$ cat src/rtl/jk_reg_bank.sv
`default_nettype none
// +--------------------------------------------------------------------------+
// | jk_reg_bank: WIDTH-bit JK flip-flop bank with count/shift/load modes,    |
// | per-bit sync preset/clear. Define JK_BANK_DOWN_EN for mode 11 count-down.|
// | Revision: 1.0                                                            |
// +--------------------------------------------------------------------------+
module jk_reg_bank #(
   parameter int               WIDTH     = 8,
   parameter logic [WIDTH-1:0] RESET_VAL = '0
) (
   input  logic             clk,
   input  logic             clrn,
   input  logic             en,
   input  logic [1:0]       mode,
   input  logic [WIDTH-1:0] j,
   input  logic [WIDTH-1:0] k,
   input  logic [WIDTH-1:0] prn_v,
   input  logic [WIDTH-1:0] clrn_v,
   input  logic             sin,
   input  logic             err_clr,
   output logic [WIDTH-1:0] q,
   output logic [WIDTH-1:0] qn,
   output logic             tc,
   output logic             err
);

   localparam logic [WIDTH-1:0] c_ONE = {{(WIDTH-1){1'b0}}, 1'b1};

   logic [WIDTH-1:0] q_q, q_d;
   logic             err_q, err_d;
   logic [WIDTH-1:0] w_nq;
   logic [WIDTH-1:0] w_conf;

   always_comb begin
      w_nq = q_q;
      if (en) begin
         case (mode)
            2'b00:   w_nq = (j & ~q_q) | (~k & q_q);
            2'b01:   w_nq = q_q + c_ONE;
            2'b10:   w_nq = {q_q[WIDTH-2:0], sin};
`ifdef JK_BANK_DOWN_EN
            default: w_nq = q_q - c_ONE;
`else
            default: w_nq = j;
`endif
         endcase
      end
   end

   // Overrides act on nq per bit; a preset+clear conflict keeps the pre-edge bit.
   always_comb begin
      w_conf = ~prn_v & ~clrn_v;
      q_d    = (w_nq & prn_v & clrn_v) | (~prn_v & clrn_v) | (q_q & w_conf);
      err_d  = err_q;
      if (|w_conf) begin
         err_d = 1'b1;
      end else if (err_clr) begin
         err_d = 1'b0;
      end
   end

   always_ff @(posedge clk or negedge clrn) begin
      if (!clrn) begin
         q_q   <= RESET_VAL;
         err_q <= 1'b0;
      end else begin
         q_q   <= q_d;
         err_q <= err_d;
      end
   end

   always_comb begin
      tc = en && (mode == 2'b01) && (&q_q);
`ifdef JK_BANK_DOWN_EN
      if (en && (mode == 2'b11) && (q_q == '0)) begin
         tc = 1'b1;
      end
`endif
   end

   assign q   = q_q;
   assign qn  = ~q_q;
   assign err = err_q;

endmodule
`default_nettype wire
$ cat config.mk
export PLATFORM = sky130hd
export DESIGN_NAME = jk_reg_bank
export DESIGN_NICKNAME = d
export VERILOG_FILES = /design/src/rtl/jk_reg_bank.sv
export SDC_FILE = /design/constraint.sdc
export NUM_CORES = 1
export LEC_CHECK = 0
export ABC_CLOCK_PERIOD_IN_PS = 3500
export CORE_MARGIN = 3
export CORE_UTILIZATION = 40
export CTS_CLUSTER_SIZE = 28
export DETAILED_ROUTE_END_ITERATION = 7
export HOLD_SLACK_MARGIN = 0.1
export PLACE_DENSITY = 0.83
export RECOVER_POWER = 25
export SYNTH_ARGS = -nofsm -noshare
export SYNTH_HDL_FRONTEND = slang
export SYNTH_SLANG_ARGS = --single-unit
$ cat constraint.sdc
create_clock -name clk -period 3.5 [get_ports clk]
set_input_delay 0.35 -clock clk [delete_from_list [all_inputs] [get_ports clk]]
set_output_delay 0.35 -clock clk [all_outputs]
set_load 0.01 [all_outputs]
After elaboration in Yosys (flattened, before gate mapping)
Cells that the tools add are included.

operators by class
  add/subtract/negate cells = 1
  equality and inequality tests = 2
  muxes and demuxes = 4
  bitwise operators = 14
  reductions and logical operators = 6

operator list
  kind                 count
  $and 8x8->8          7
  $not 8->8            4
  $or 8x8->8           3
  $pmux 8 s3           1
  $add 8x1->8 const B  1
  $mux 8               1
  $reduce_and 8->1     1
  $reduce_or 8->1      1
  $eq 2x1->1 const B   1
  $eq 2x2->1 const B   1
  $logic_and 1x1->1    2
  $logic_not 2->1      1
  $mux 1               2
  $reduce_bool 2->1    1

storage, ports and cells
  bits in registers = 9
  input port bits = 39
  logic and storage cells = 29

Longest topological paths before layout
  depth in word-level cells = 9
  gate-level depth with buffers = 6

Worst setup path before layout
OpenSTA, ideal clock, no wires.

  path kind = register to register
  from = register q_q[0] (netlist: q[0])
  to = register q_q[1] (netlist: q[1])
  arrival time = 1.434 ns
  slack = 1.940 ns
  cell stages (with the launch flop) = 5
  path buffers = 0
  period minus slack after synthesis = 1.560 ns
  cells stage by stage = dfrtp_1 ha_1 a221oi_1 a21oi_1 a311o_1

between the ends
  cells in the longest elaborated chain, start to end = 7

RTL lines
  what                          line  source
  start: declaration            29    logic [WIDTH-1:0] q_q, q_d;
  start signal: assignment      67    q_q <= q_d;
  $add 8x1->8                   39    2'b01: w_nq = q_q + c_ONE;
  $pmux 8 s3 (*)                37    case (mode)
  $mux 8 (*)                    36    if (en) begin
  $and 8x8->8 (*) (2 in a row)  53    q_d = (w_nq & prn_v & clrn_v) | (~prn_v & clrn_v) | (q_q & w_conf);
  $or 8x8->8 (*) (2 in a row)   53
  via q_d[1]                    29

Mark *: on every way through the listed nets, which the timed path passes. The rest lies on a longest branch.
A chain may end at the register's enable or synchronous reset.

Worst setup path in the final report
  from = input mode[1]
  to = output tc

between the ends
  cells in the longest elaborated chain, start to end = 3

RTL lines
  what                            line  source
  start: declaration              14    input logic [1:0] mode,
  $eq 2x1->1                      73    tc = en && (mode == 2'b01) && (&q_q);
  $logic_and 1x1->1 (2 in a row)  73
  end: declaration                23    output logic tc,

Every way passes these cells.

==> results.toml <==
[detailed_routing]
drt_first_iter_violations = 49
postRouteAntennaNets = 0
drt_first_pass_iters = 4
drt-total-wl_um = 3300
drcViolationCount = 0
vias = 1268
vias_per_cell = 5.93
wire_per_inst_um = 15.4

[synth]
syn_nets = 171
synthFlopType = "dfrtp_1"
yosys_warnings = 0
syn_area_um2 = 967
synthCells = 131
ys_seq_area_share_pct = 23.3
synth-edff-count = 0
synth_cell_type_count = 44
async_flop_share_pct = 100
ys_ff_latch = 9
syn_area_per_cell_um2 = 7.38

[global_routing]
antenna_found_initial = 0
grt-ovfl-total = 0
grt_pass1_vias = 1230
grt_max_degree = 27
grt_usage_pct = 23.4
grt_pass1_wl_um = 5130

[worst_setup_path]
reg2reg_from = "q[0]$_DFF_PN0_"
cp-startpoint = "mode[1]"
cp_slowest_cell = "clkdlybuf4s50_1"
worstPathMaxFanout = 20
path_class = "in -> out"
crit_top_cell = "clkdlybuf4s50_1"
crit_path_max_incr_delay_ns = 0.75
cp-start-kind = "primary input"
end_kind = "output port"
cpLargestDelayFamily = "buffers and inverters"
crit_buf_inv = 2
path_cells = "clkdlybuf4s50_1 -> nor4_1 -> clkdlybuf4s50_1"
arrival_ns = 2.08
required_ns = 3.15

[place]
io_buffers = 56
place_hpwl_um = 2550
gp_congestion = 0.844

[sta]
timing.final.crit_share_pct = 69.3
setup_violations = 0
totalNegativeSetupSlack_ns = 0
tightest_slew_ns = 0.662
fmax_ghz = 0.412
fin_hold_ws_ns = 0.486
relSlewSlack_pct = 55.7
post-route-min-period_ns = 2.43
finClkSkew_ns = 0.00435
report.final.slew_viol_count = 0
rsz0062_at_grt = "false"
hold_violations = 0

[floorplan]
start_util_pct = 42.9
num_rows = 17
die_area_mm2 = 0.00304
die_w_um = 55.2
ios = 57
fp.dieH_um = 55.2
core_mm2 = 0.00225

[layout]
area_delta_synth_final_pct = 61.3
finalNetCount = 227
drive_gt1_share_pct = 5.38
diodes = 0
n_fill_cell = 211

[cts]
clkSlewWorstSetupHoldPaths_ns = 0.07
hold_buffers = 0
cts_resized = 0
cts_tree = "done"
cts_made_buffers = 3
cts_buffer_depth = 2
insertion_delay_ns = 0.26
clock_sinks = 9
post_cts_buffers = 0
h-tree-depth = 1
cts_root_buffer = "clkbuf_4"

[status]
status = "complete, no violations"

[power]
finalPower_w = 0.000461
power_density_mw_per_mm2 = 296
p_leak_nw = 0.635
irDropWorstVdd_mv = 0.197

[worst_hold_path]
hold_class = "in -> async"

[job]
maxCapViolCount = 0
area by class of cell:
class | instances | area [um^2] | area share, %
sequential | 9 | 225 | 14.4
tap | 28 | 35.0 | 2.25
timing repair buffer | 57 | 568 | 36.4
inverter | 18 | 67.6 | 4.33
multi-input combinational | 98 | 638 | 40.9
clock buffer | 4 | 26.3 | 1.68
worst register-to-register path, cell delays in order, from the launching register on:
cell	delay, ns
dfrtp_1	0.47
ha_1	0.33
a221oi_1	0.32
a21oi_1	0.07
a311o_1	0.37
placed cells by master (no fill, tap or decap), types with 3 or more instances in the layout:
| cell | instances |
|---|---|
| o21ai_0 | 11 |
| clkdlybuf4s50_1 | 55 |
| a21oi_1 | 8 |
| nand2b_1 | 6 |
| xnor2_1 | 3 |
| clkbuf_4 | 3 |
| nand4_1 | 4 |
| dfrtp_1 | 9 |
| nand2_1 | 10 |
| inv_1 | 17 |
| nor3_1 | 4 |
| and2_1 | 3 |
| o311a_1 | 3 |
| o221ai_1 | 3 |
| nor2_1 | 7 |
cells in the mapped netlist (all sizes together) (3+ instances only):
cell type   n  share of area [%]
nor3        4                2.1
nand4       4                2.6
nand2      10                3.9
dfrtp       9                 23
nand2b      6                3.9
o311a       3                3.1
inv        18                7.0
nor2        7                2.7
a21oi       8                4.1
xnor2       3                2.7
o21ai      12                6.2
o221ai      3                2.7
buf         4                3.0
and2        3                1.9
cells by family after synthesis:
logic type	after synthesis	share of synthesized area (%)
AO/OA/AOI/OAI	48	35.1
XOR/XNOR	3	2.72
buffers and inverters	24	10.7
multiplexers	3	3.23
flip-flops	9	23.3
AND/OR/NAND/NOR	43	23.7
adder cells (fa/ha/maj)	1	1.29
path summary, 6_finish.rpt:
| path | to | slack [ns] | cells past startpoint |
|---|---|---|---|
| worst max-delay path | tc | 1.07 | 3 |
| worst min-delay path | q[5]$_DFF_PN0_ | 0.49 | 1 |
| worst max register to register | q[1]$_DFF_PN0_ | 1.83 | 4 |
| worst min register to register | err$_DFFE_PN0P_ | 0.64 | 4 |
| max in group asynchronous | q[3]$_DFF_PN0_ | 2.68 | 1 |
| min in group clk | err$_DFFE_PN0P_ | 0.64 | 4 |
registers in the layout, summed over array words and instances (netlist names):
signal	flops
q	8
err	1
report_power, final:
part           switching, W  internal [W]  total (W)
logic             0.0000986      0.000134   0.000232
registers         0.0000277      0.000118   0.000146
clock network     0.0000392     0.0000440  0.0000832
metal layers:
| metal | GRT usage, % | share of wire [%] |
|---|---|---|
| met1 | 27.9 | 40 |
| met2 | 38.4 | 47 |
| met3 | 4.29 | 11 |
| met4 | 14.6 | 1.9 |
| met5 | 0 | 0 |
stage by stage:
step,std cells,setup WS [ns],area (um^2),utilization [%]
2_1_floorplan,131,1.94,967,-
3_3_place_gp,210,1.08,1530,68.0
3_5_place_dp,210,1.10,1530,68.0
4_1_cts,214,1.09,1560,69.2
5_1_grt,214,0.993,1560,69.2
6_report,214,1.07,1560,69.2
No activity file was read; power rests on OpenSTA's default activity.
